File: src/rtl/lane_scheduler_2to1.sv
// rtl/lane_scheduler_2to1.sv - round-robin merge of two buffered byte lanes onto one valid-tagged stream
module lane_scheduler_2to1 #(
    parameter int                DATA_W     = 8,
    parameter int                FIFO_DEPTH = 4,
    parameter logic [DATA_W-1:0] IDLE_BYTE  = 8'hBC
) (
    input  logic              clk_4f,
    input  logic              reset,
    input  logic [DATA_W-1:0] data_00,
    input  logic              valid_00,
    input  logic [DATA_W-1:0] data_11,
    input  logic              valid_11,
    input  logic              enable,
    output logic [DATA_W-1:0] data_000,
    output logic              valid_000,
    output logic              lane_sel,
    output logic              full_0,
    output logic              full_1,
    output logic              overflow_0,
    output logic              overflow_1
);
    localparam int           AW      = $clog2(FIFO_DEPTH);
    localparam logic [AW:0]  DEPTH_C = (AW+1)'(FIFO_DEPTH);

    logic [DATA_W-1:0] mem [2][FIFO_DEPTH];
    logic [AW-1:0]     wr_ptr [2];
    logic [AW-1:0]     rd_ptr [2];
    logic [AW:0]       count [2];
    logic [AW:0]       count_nxt [2];
    logic              full_r [2];
    logic              ovf_r [2];
    logic              last_grant;

    logic              vin [2];
    logic [DATA_W-1:0] din [2];
    logic              push [2];
    logic              pop [2];
    logic              drop [2];
    logic              grant;
    logic              grant_lane;
    logic [DATA_W-1:0] head;

    assign vin[0] = valid_00;
    assign vin[1] = valid_11;
    assign din[0] = data_00;
    assign din[1] = data_11;

    // Arbitration looks only at pre-edge counts, so a byte written this edge cannot be popped until the next.
    always_comb begin
        grant      = 1'b0;
        grant_lane = 1'b0;
        if (enable) begin
            if (count[0] != '0 && count[1] != '0) begin
                grant      = 1'b1;
                grant_lane = ~last_grant;
            end else if (count[0] != '0) begin
                grant      = 1'b1;
                grant_lane = 1'b0;
            end else if (count[1] != '0) begin
                grant      = 1'b1;
                grant_lane = 1'b1;
            end
        end
    end

    always_comb begin
        for (int i = 0; i < 2; i++) begin
            pop[i]       = grant && (grant_lane == 1'(i));
            push[i]      = vin[i] && (count[i] != DEPTH_C || pop[i]);
            drop[i]      = vin[i] && !push[i];
            count_nxt[i] = count[i] + (AW+1)'(push[i]) - (AW+1)'(pop[i]);
        end
    end

    assign head = grant_lane ? mem[1][rd_ptr[1]] : mem[0][rd_ptr[0]];

    always_ff @(posedge clk_4f) begin
        if (!reset) begin
            for (int i = 0; i < 2; i++) begin
                if (push[i]) begin
                    mem[i][wr_ptr[i]] <= din[i];
                end
            end
        end
    end

    always_ff @(posedge clk_4f) begin
        if (reset) begin
            for (int i = 0; i < 2; i++) begin
                wr_ptr[i] <= '0;
                rd_ptr[i] <= '0;
                count[i]  <= '0;
                full_r[i] <= 1'b0;
                ovf_r[i]  <= 1'b0;
            end
            last_grant <= 1'b1;
            data_000   <= IDLE_BYTE;
            valid_000  <= 1'b0;
            lane_sel   <= 1'b0;
        end else begin
            for (int i = 0; i < 2; i++) begin
                if (push[i]) begin
                    wr_ptr[i] <= wr_ptr[i] + AW'(1);
                end
                if (pop[i]) begin
                    rd_ptr[i] <= rd_ptr[i] + AW'(1);
                end
                count[i]  <= count_nxt[i];
                full_r[i] <= (count_nxt[i] == DEPTH_C);
                if (drop[i]) begin
                    ovf_r[i] <= 1'b1;
                end
            end
            if (grant) begin
                data_000   <= head;
                valid_000  <= 1'b1;
                lane_sel   <= grant_lane;
                last_grant <= grant_lane;
            end else begin
                data_000  <= IDLE_BYTE;
                valid_000 <= 1'b0;
            end
        end
    end

    assign full_0     = full_r[0];
    assign full_1     = full_r[1];
    assign overflow_0 = ovf_r[0];
    assign overflow_1 = ovf_r[1];
endmodule

File: config.mk
export PLATFORM = sky130hd
export DESIGN_NAME = lane_scheduler_2to1
export DESIGN_NICKNAME = d
export VERILOG_FILES = /design/src/rtl/lane_scheduler_2to1.sv
export SDC_FILE = /design/constraint.sdc
export NUM_CORES = 1
export LEC_CHECK = 0
export BUFFER_PORTS_ARGS = -buffer_cell sky130_fd_sc_hd__buf_4
export CAP_MARGIN = 15
export CELL_PAD_IN_SITES_DETAIL_PLACEMENT = 0
export CELL_PAD_IN_SITES_GLOBAL_PLACEMENT = 2
export CORE_MARGIN = 3
export CORE_UTILIZATION = 43
export CTS_BUF_LIST = sky130_fd_sc_hd__clkbuf_16
export CTS_CLUSTER_DIAMETER = 100
export DETAILED_ROUTE_END_ITERATION = 16
export GPL_TIMING_DRIVEN = 1
export PLACE_DENSITY = 0.87
export SLEW_MARGIN = 40
export SYNTH_ARGS = -nofsm -noshare
export SYNTH_HDL_FRONTEND = slang
export SYNTH_SLANG_ARGS = --single-unit
export TNS_END_PERCENT = 100
File: constraint.sdc
create_clock -name clk_4f -period 2.92 [get_ports clk_4f]
set_input_delay 0.146 -clock clk_4f [delete_from_list [all_inputs] [get_ports clk_4f]]
set_output_delay 0.146 -clock clk_4f [all_outputs]
set_load 0.1 [all_outputs]
* Word level (Yosys, flattened, before mapping)
Memories as Yosys holds them, arrays and structs flattened.
Index checks and enable logic that the tools add are counted.
W data, S select, Z words.
** Storage, ports and cells
- Flip-flop bits (word level) :: 11
- Bits in writable memories :: 82
- Output and inout bits :: 14
- Word-level logic and storage cells :: 113
- Memories kept :: 6
** Memory list
- mem :: words 2, bits a word 32, read ports 2, clocked after Yosys merged registers in 0, write ports 2, RTL line 25 : logic [DATA_W-1:0] mem [2][FIFO_DEPTH];
- count :: words 2, bits a word 3, read ports 2, clocked after Yosys merged registers in 0, write ports 2, RTL line 28 : logic [AW:0] count [2];
- rd_ptr :: words 2, bits a word 2, read ports 2, clocked after Yosys merged registers in 0, write ports 2, RTL line 27 : logic [AW-1:0] rd_ptr [2];
- wr_ptr :: words 2, bits a word 2, read ports 2, clocked after Yosys merged registers in 0, write ports 2, RTL line 26 : logic [AW-1:0] wr_ptr [2];
- full_r :: words 2, bits a word 1, read ports 2, clocked after Yosys merged registers in 0, write ports 2, RTL line 30 : logic full_r [2];
- ovf_r :: words 2, bits a word 1, read ports 2, clocked after Yosys merged registers in 0, write ports 2, RTL line 31 : logic ovf_r [2];
** Operators by class
- Add/sub/neg operators :: 8
- Order comparisons :: 6
- Equality and inequality tests :: 4
- Muxes and demuxes :: 52
- Bitwise logic cells :: 17
- Reduce and logical (&&, ||, !) cells :: 16
** Operators by type and width (number)
- $mux W32 :: 2
- $mux W8 :: 7
- $mux W1 :: 33
- $bmux W8 S2 :: 2
- $demux W8 S2 :: 2
- $ge A3 B3 Y1 const B :: 4
- $not A2 Y3 :: 4
- $or A1 B1 Y1 :: 10
- $logic_and A1 B1 Y1 :: 9
- $add A2 B1 Y2 const B :: 4
- $mux W2 :: 4
- $add A3 B1 Y3 :: 2
- $eq A3 B3 Y1 const B :: 2
- $lt A3 B1 Y1 const B :: 2
- $mux W3 :: 2
- $ne A3 B3 Y1 const B :: 2
- $reduce_bool A3 Y1 :: 2
- $sub A3 B1 Y3 :: 2
- $not A1 Y1 :: 3
- $logic_not A1 Y1 :: 2
- $logic_or A1 B1 Y1 :: 2
- $reduce_or A2 Y1 :: 1

* Longest topological paths before layout
Gate-level depths: netlist of the first run.
- Depth after elaboration :: 15
- Mapped depth :: 12
- Depth with buffers taken out :: 12

* Least setup slack after synthesis of the first run
Ideal clock, no wire load.
- Kind :: register to register
- Start point :: mem count[0][5] (netlist bit)
- End point :: mem full_r[1][0], in the netlist full_r[0][1]
- Library setup time :: 0.133 ns
- Arrival time :: 2.329 ns
- Required time :: 2.787 ns
- Path slack :: 0.458 ns
- Cell stages (with the launch flop) :: 12
- Path buffers :: 1
- Path through :: dfxtp_1 or3_4 nand3_2 inv_2 buf_2 ha_1 inv_1 ha_1 fa_1 xnor2_1 xnor2_1 nor4_1
** RTL lines (RTL line)
- start: declaration :: 28
- end: declaration :: 30

==> impl_metrics.yaml, run 1 <==
timing:
  finalHoldViolations: 0
  fin_worst_skew_ns: 0.004890
  max_freq_ghz: 0.3863
  fin_ws_ns: 0.3311
  drv_slew: 0
  final-setup-viol-count: 0
  tightest_slew_ns: 0.6699
  rsz0062_at_grt: "false"
  min_period_ns: 2.589
  fin_setup_tns_ns: 0
  period_share_pct: 88.66
  slew_headroom_pct: 55.25
cts:
  ctsResizeCount: 0
  cts_tree: "done"
  cts_buffer_depth: 2
  cts_buffers: 9
  ctsRootBufferMaster: "clkbuf_16"
  clkLatencyLatePin_ns: 0.33
  htree_levels: 3
  path_clk_slew_ns: 0.07
  cts.sinks: 93
routing:
  wl_met3_um: 263
  m1WireLength_mm: 2.885
  wl_mm: 6.493
  wl_met2_mm: 3.258
  num_vias: 2027
  drt_pass1_iterations: 4
  drtAntennaViolNets: 0
  via_per_inst: 5.158
  wl_per_cell_um: 16.52
  drt_drc_violations_left: 0
  drt-initial-drc-count: 64
  top_layer: "met4"
finish:
  nets: 318
  num-fill-cells: 686
  finalCoreUtilization_pct: 53.72
  multiInputGateArea_um2: 1096
  drive_above_1_share_pct: 26.39
  layout.area.seq_um2: 2603
  insertedDiodeCount: 0
  syn2layout_area_growth_pct: 18.86
critical_path:
  timing.rr.end: "full_r[0][0]"
  required_ns: 3.20
  critPathArrivalTime_ns: 2.87
  cp_max_fo: 8
  r2r_setup_slack_ns: 0.33
  ff2ff_path_depth: 12
  worstSetupStartpointType: "flop"
  end_kind: "flop"
  crit_end: "full_r[0][0]"
  reg2reg_from: "count[0][1]"
  path_class: "flop to flop"
  crit_start: "count[0][1]"
global_route:
  grt_max_degree: 20
  grt_pass1_vias: 2020
  antenna_found_initial: 0
  grt_pass1_wl_mm: 10.36
  grt.overflow.total: 0
  grt_usage_pct: 14.09
logic_synthesis:
  synthAdderAreaFrac_pct: 5.020
  synth-simple-area-share_pct: 10.57
  syn_inst: 238
  synth_mux_area_share_pct: 9.511
  synth_top_family_by_area: "simple AND/OR/NAND/NOR gates"
  ys_ff_latch: 93
  syn-cell-area_um2: 3789
  post_synth_num_cell_types: 39
  synth_compound_area_share_pct: 2.675
  syn_nets: 273
  synth-xor-area-share_pct: 1.156
  postSynthAreaPerCell_um2: 15.92
  ys_warn_count: 0
  yosysSeqAreaShare_pct: 68.69
place:
  gp_congestion: 0.7439
  port-buffer-count: 34
  post-place-ws_ns: 0.3166
  hpwl_mm: 4.560
status:
  status: "complete, no violations"
run:
  cap_violations: 0
power_and_ir_drop:
  power.leakage_uw: 0.001643
  vdd_drop_max_uv: 557.8
  p_per_area_nw_per_um2: 902.7
floorplanning:
  pin_count: 35
  fp.dieArea_um2: 9973
  die_w_um: 99.87
  rows: 33
  start_util_pct: 45.20
  core-area_um2: 8382
  dieHeight_um: 99.87
min_path:
  worstHoldPathType: "input port to flop"
-- placed cells by master (no fill, tap or decap), types with 5 or more instances in the layout --
cell,count
and2_1,9
buf_4,35
clkbuf_16,9
dfxtp_1,19
dlygate4sd3_1,7
edfxtp_1,74
ha_1,12
inv_1,14
mux4_2,16
nand2_1,17
nand3_1,6
nor2_1,15
nor2b_1,5
-- worst max-delay path: stages (launching register included) --
cell     delay (ns)
dfxtp_1        0.39
or3_1          0.46
nand2_1        0.12
nor2_1         0.07
ha_1           0.27
inv_1          0.05
ha_1           0.13
inv_1          0.05
fa_1           0.36
xor2_1         0.15
and2_1         0.16
nor3_1         0.15
and3b_1        0.17
-- cells in the mapped netlist --
cell | n | area, µm²
or3_4 | 2 | 22.52
nand3b_1 | 1 | 7.510
a2111oi_2 | 2 | 30.03
nor3_1 | 3 | 15.01
nor2b_1 | 5 | 31.28
edfxtp_1 | 74 | 2222
o21bai_1 | 1 | 7.510
and3b_1 | 1 | 8.760
buf_2 | 2 | 10.01
and2_1 | 9 | 56.30
fa_1 | 2 | 40.04
nor2_2 | 1 | 6.260
buf_1 | 1 | 3.750
a21oi_1 | 4 | 20.02
nand2b_1 | 4 | 25.02
a211o_1 | 1 | 8.760
xnor2_1 | 4 | 35.03
clkbuf_2 | 1 | 5.000
xor2_1 | 1 | 8.760
a21oi_2 | 1 | 8.760
nor4_1 | 1 | 6.260
inv_2 | 1 | 3.750
nor4b_1 | 3 | 26.28
nand3_1 | 6 | 30.03
nand3_2 | 1 | 10.01
clkbuf_1 | 4 | 15.01
inv_1 | 14 | 52.55
nand2_1 | 17 | 63.81
nand4_1 | 1 | 6.260
nor2_1 | 15 | 56.30
a31oi_1 | 1 | 6.260
ha_1 | 12 | 150.1
o31ai_1 | 2 | 15.01
mux4_2 | 16 | 360.4
o21ai_0 | 1 | 5.000
dfxtp_1 | 19 | 380.4
nor4bb_1 | 1 | 10.01
or2_2 | 2 | 12.51
or3_1 | 1 | 6.260
-- registers in the layout, summed over array words and instances, names as in the netlist, 2 cells and up --
signal and flops:
ovf_r 2, full_r 2, count 6, rd_ptr 4, mem 64, wr_ptr 4, data_000 8
-- metal layers --
metal	vias up	global-route usage [%]
met3	8	4.864
li1	976	-
met4	0	4.097
met5	-	0
met1	1004	17.47
met2	39	23.50
-- cells by family (layout without fill, tap and decap cells) --
| group | after synthesis | count (layout) |
|---|---|---|
| buffers and inverters | 23 | 73 |
| muxes | 16 | 16 |
| xor gates and xnor gates | 5 | 5 |
| adders and majority gates | 14 | 14 |
| DFF | 93 | 93 |
| and+or+nand+nor | 74 | 74 |
| AOI/OAI and AO/OA | 13 | 13 |
-- power breakdown --
part           switching, µW  internal (µW)
clock network            505            590
logic                    728            442
registers                178           1620
total                   1410           2650
-- how the worst min path moves through the flow --
stage / end / start / cells after the start
after global routing: mem[0][27] / data_00[3] / 1
after floorplan: mem[0][0] / data_00[0] / 0
after global placement: mem[0][51] / data_11[3] / 1
final: mem[0][33] / data_11[1] / 1
after detailed placement: mem[0][56] / data_11[0] / 1
after CTS: mem[0][63] / data_11[7] / 1
-- area by class of cell --
type | count | share of cell area [%]
Tap cell | 105 | 2.917
Clock inverter | 7 | 1.306
Timing Repair Buffer | 42 | 7.391
Inverter | 15 | 1.250
Multi-Input combinational cell | 122 | 24.34
Sequential cell | 93 | 57.79
Clock buffer | 9 | 5.001
-- stage by stage --
step	hold slack (ns)	cell area [µm²]	power [µW]	instances
floorplan	0.2449	3789	2714	238
global placement	0.3475	4149	2999	370
detailed placement	0.3526	4149	3012	370
CTS	0.002021	4433	4110	386
global route	0.0008865	4503	4281	393
finish	0.01463	4503	4065	393
-- timing repair --
action / in CTS / in global routing
setup buffers: 0 / 0
hold endpoints to repair: 0 / 19
hold buffers: 0 / 7
Power figures use the tool's default switching activity.
==> inputs of run 2 (changes only) <==
CORE_MARGIN = default   (was 3)
==> impl_metrics.yaml, run 2 (synthesized netlist as in run 1, its figures left out) <==
routing:
  wl_mm: 6.184
  num_vias: 1973
  drt_drc_violations_left: 0
  drt_pass1_iterations: 4
  drt-initial-drc-count: 91
  wl_per_cell_um: 16.02
  via_per_inst: 5.111
  drtAntennaViolNets: 0
global_route:
  grt_max_degree: 20
  grt_usage_pct: 15.39
  antenna_found_initial: 0
  grt.overflow.total: 0
  grt_pass1_wl_mm: 10.12
  grt_pass1_vias: 2002
place:
  hpwl_mm: 4.315
  port-buffer-count: 34
  gp_congestion: 0.7371
  placed_area_um2: 4149
timing:
  final-setup-viol-count: 0
  fin_worst_skew_ns: 0.005339
  drv_slew: 0
  slew_headroom_pct: 55.90
  period_share_pct: 89.22
  tightest_slew_ns: 0.6602
  rsz0062_at_grt: "false"
  max_freq_ghz: 0.3838
  min_period_ns: 2.605
  finalHoldViolations: 0
  fin_setup_tns_ns: 0
status:
  status: "complete, no violations"
floorplanning:
  dieHeight_um: 95.87
  fp.dieArea_um2: 9190
  die_w_um: 95.87
  rows: 33
  core-area_um2: 8382
  start_util_pct: 45.20
  pin_count: 35
power_and_ir_drop:
  p_per_area_nw_per_um2: 950.4
  p_int_uw: 2895
  power_frac_clock_pct: 30.9
  power.leakage_uw: 0.001644
  swShare_pct: 32.21
  pwr-share-comb_pct: 27.0
  p_seq_share_pct: 42.0
  switchingPower_uw: 1375
  vdd_drop_max_uv: 533.4
finish:
  final_common_cell: "edfxtp_1"
  insertedDiodeCount: 0
  largest_reg_flops: 64
  mostFrequentLayoutCells: "74 x edfxtp_1, 35 x buf_4, 19 x dfxtp_1"
  syn2layout_area_growth_pct: 18.59
  stdcell_area_um2: 4493
  nets: 311
  drive_above_1_share_pct: 27.05
cts:
  ctsResizeCount: 0
  post_cts_buffers: 0
  cts_tree: "done"
  cts.sinks: 93
  clkLatencyLatePin_ns: 0.33
  htree_levels: 3
  ctsRootBufferMaster: "clkbuf_16"
  cts_buffer_depth: 2
  hold_buffers: 0
  path_clk_slew_ns: 0.07
  cts_buffers: 9
critical_path:
  cp_max_fo: 8
  ff2ff_path_depth: 12
  path_class: "flop to flop"
  critPathArrivalTime_ns: 2.88
  required_ns: 3.19
  end_kind: "flop"
  worstSetupStartpointType: "flop"
min_path:
  hold_depth: 1
  worstHoldPathType: "input port to flop"
run:
  cap_violations: 0
[run 2: cell types whose count changed in the layout (fill, tap and decap cells not counted), sizes merged]
cell | before | now
dlygate4sd3 | 7 | 0
clkinv | 2 | 1
inv | 18 | 17
clkinvlp | 2 | 1
bufinv | 0 | 3
[run 2: per-stage QoR]
stage               instances  total power (µW)  hold WS (ns)  setup slack, ns  util, %
floorplan                 238              2714        0.2449           0.4583        -
global placement          370              2994        0.3469           0.3888    49.50
detailed placement        370              2993        0.3507           0.3268    49.50
CTS                       386              4312      0.005283           0.3074    53.61
global route              386              4495      0.001772          0.07400    53.61
finish                    386              4270       0.01500           0.3148    53.61
[run 2: layout make-up]
class / instances / area (µm²)
inverters: 15 / 56.30
repair buffers: 35 / 262.8
multi-input cells: 122 / 1096
flip-flops and latches: 93 / 2603
clock inverters: 7 / 118.9
clock buffers: 9 / 225.2
well taps: 105 / 131.4
fillers: 678 / 3889
[run 2: worst paths after layout]
path                                   from           end  slack (ns)
worst max-delay path            count[0][1]  full_r[0][0]        0.31
worst min-delay path             data_00[3]    mem[0][27]        0.02
worst max register to register  count[0][1]  full_r[0][0]        0.31
worst min register to register     lane_sel      lane_sel        0.50
[run 2: power by group through the flow]
stage	clock, µW	sequential (µW)	combinational, µW
after detailed placement	0	1830	1170
final	1320	1790	1150
after global placement	0	1830	1170
after global routing	1400	1830	1270
after floorplan	0	2070	644
after CTS	1330	1800	1170
[run 2: critical path: stages (launching register included)]
cell and delay [ns]:
dfxtp_1 0.38, or3_1 0.45, nand2_1 0.11, nor2_1 0.07, ha_1 0.26, inv_1 0.06
ha_1 0.13, inv_1 0.04, fa_1 0.37, xor2_1 0.16, and2_1 0.16, nor3_1 0.18
and3b_1 0.18
[run 2: routing by layer]
layer	up-vias	GRT usage (%)	part of all wire, %
met1	969	19.45	46
met4	0	5.224	1.2
met3	7	3.949	3.4
met2	40	25.77	50
li1	957	-	-
met5	-	0	0
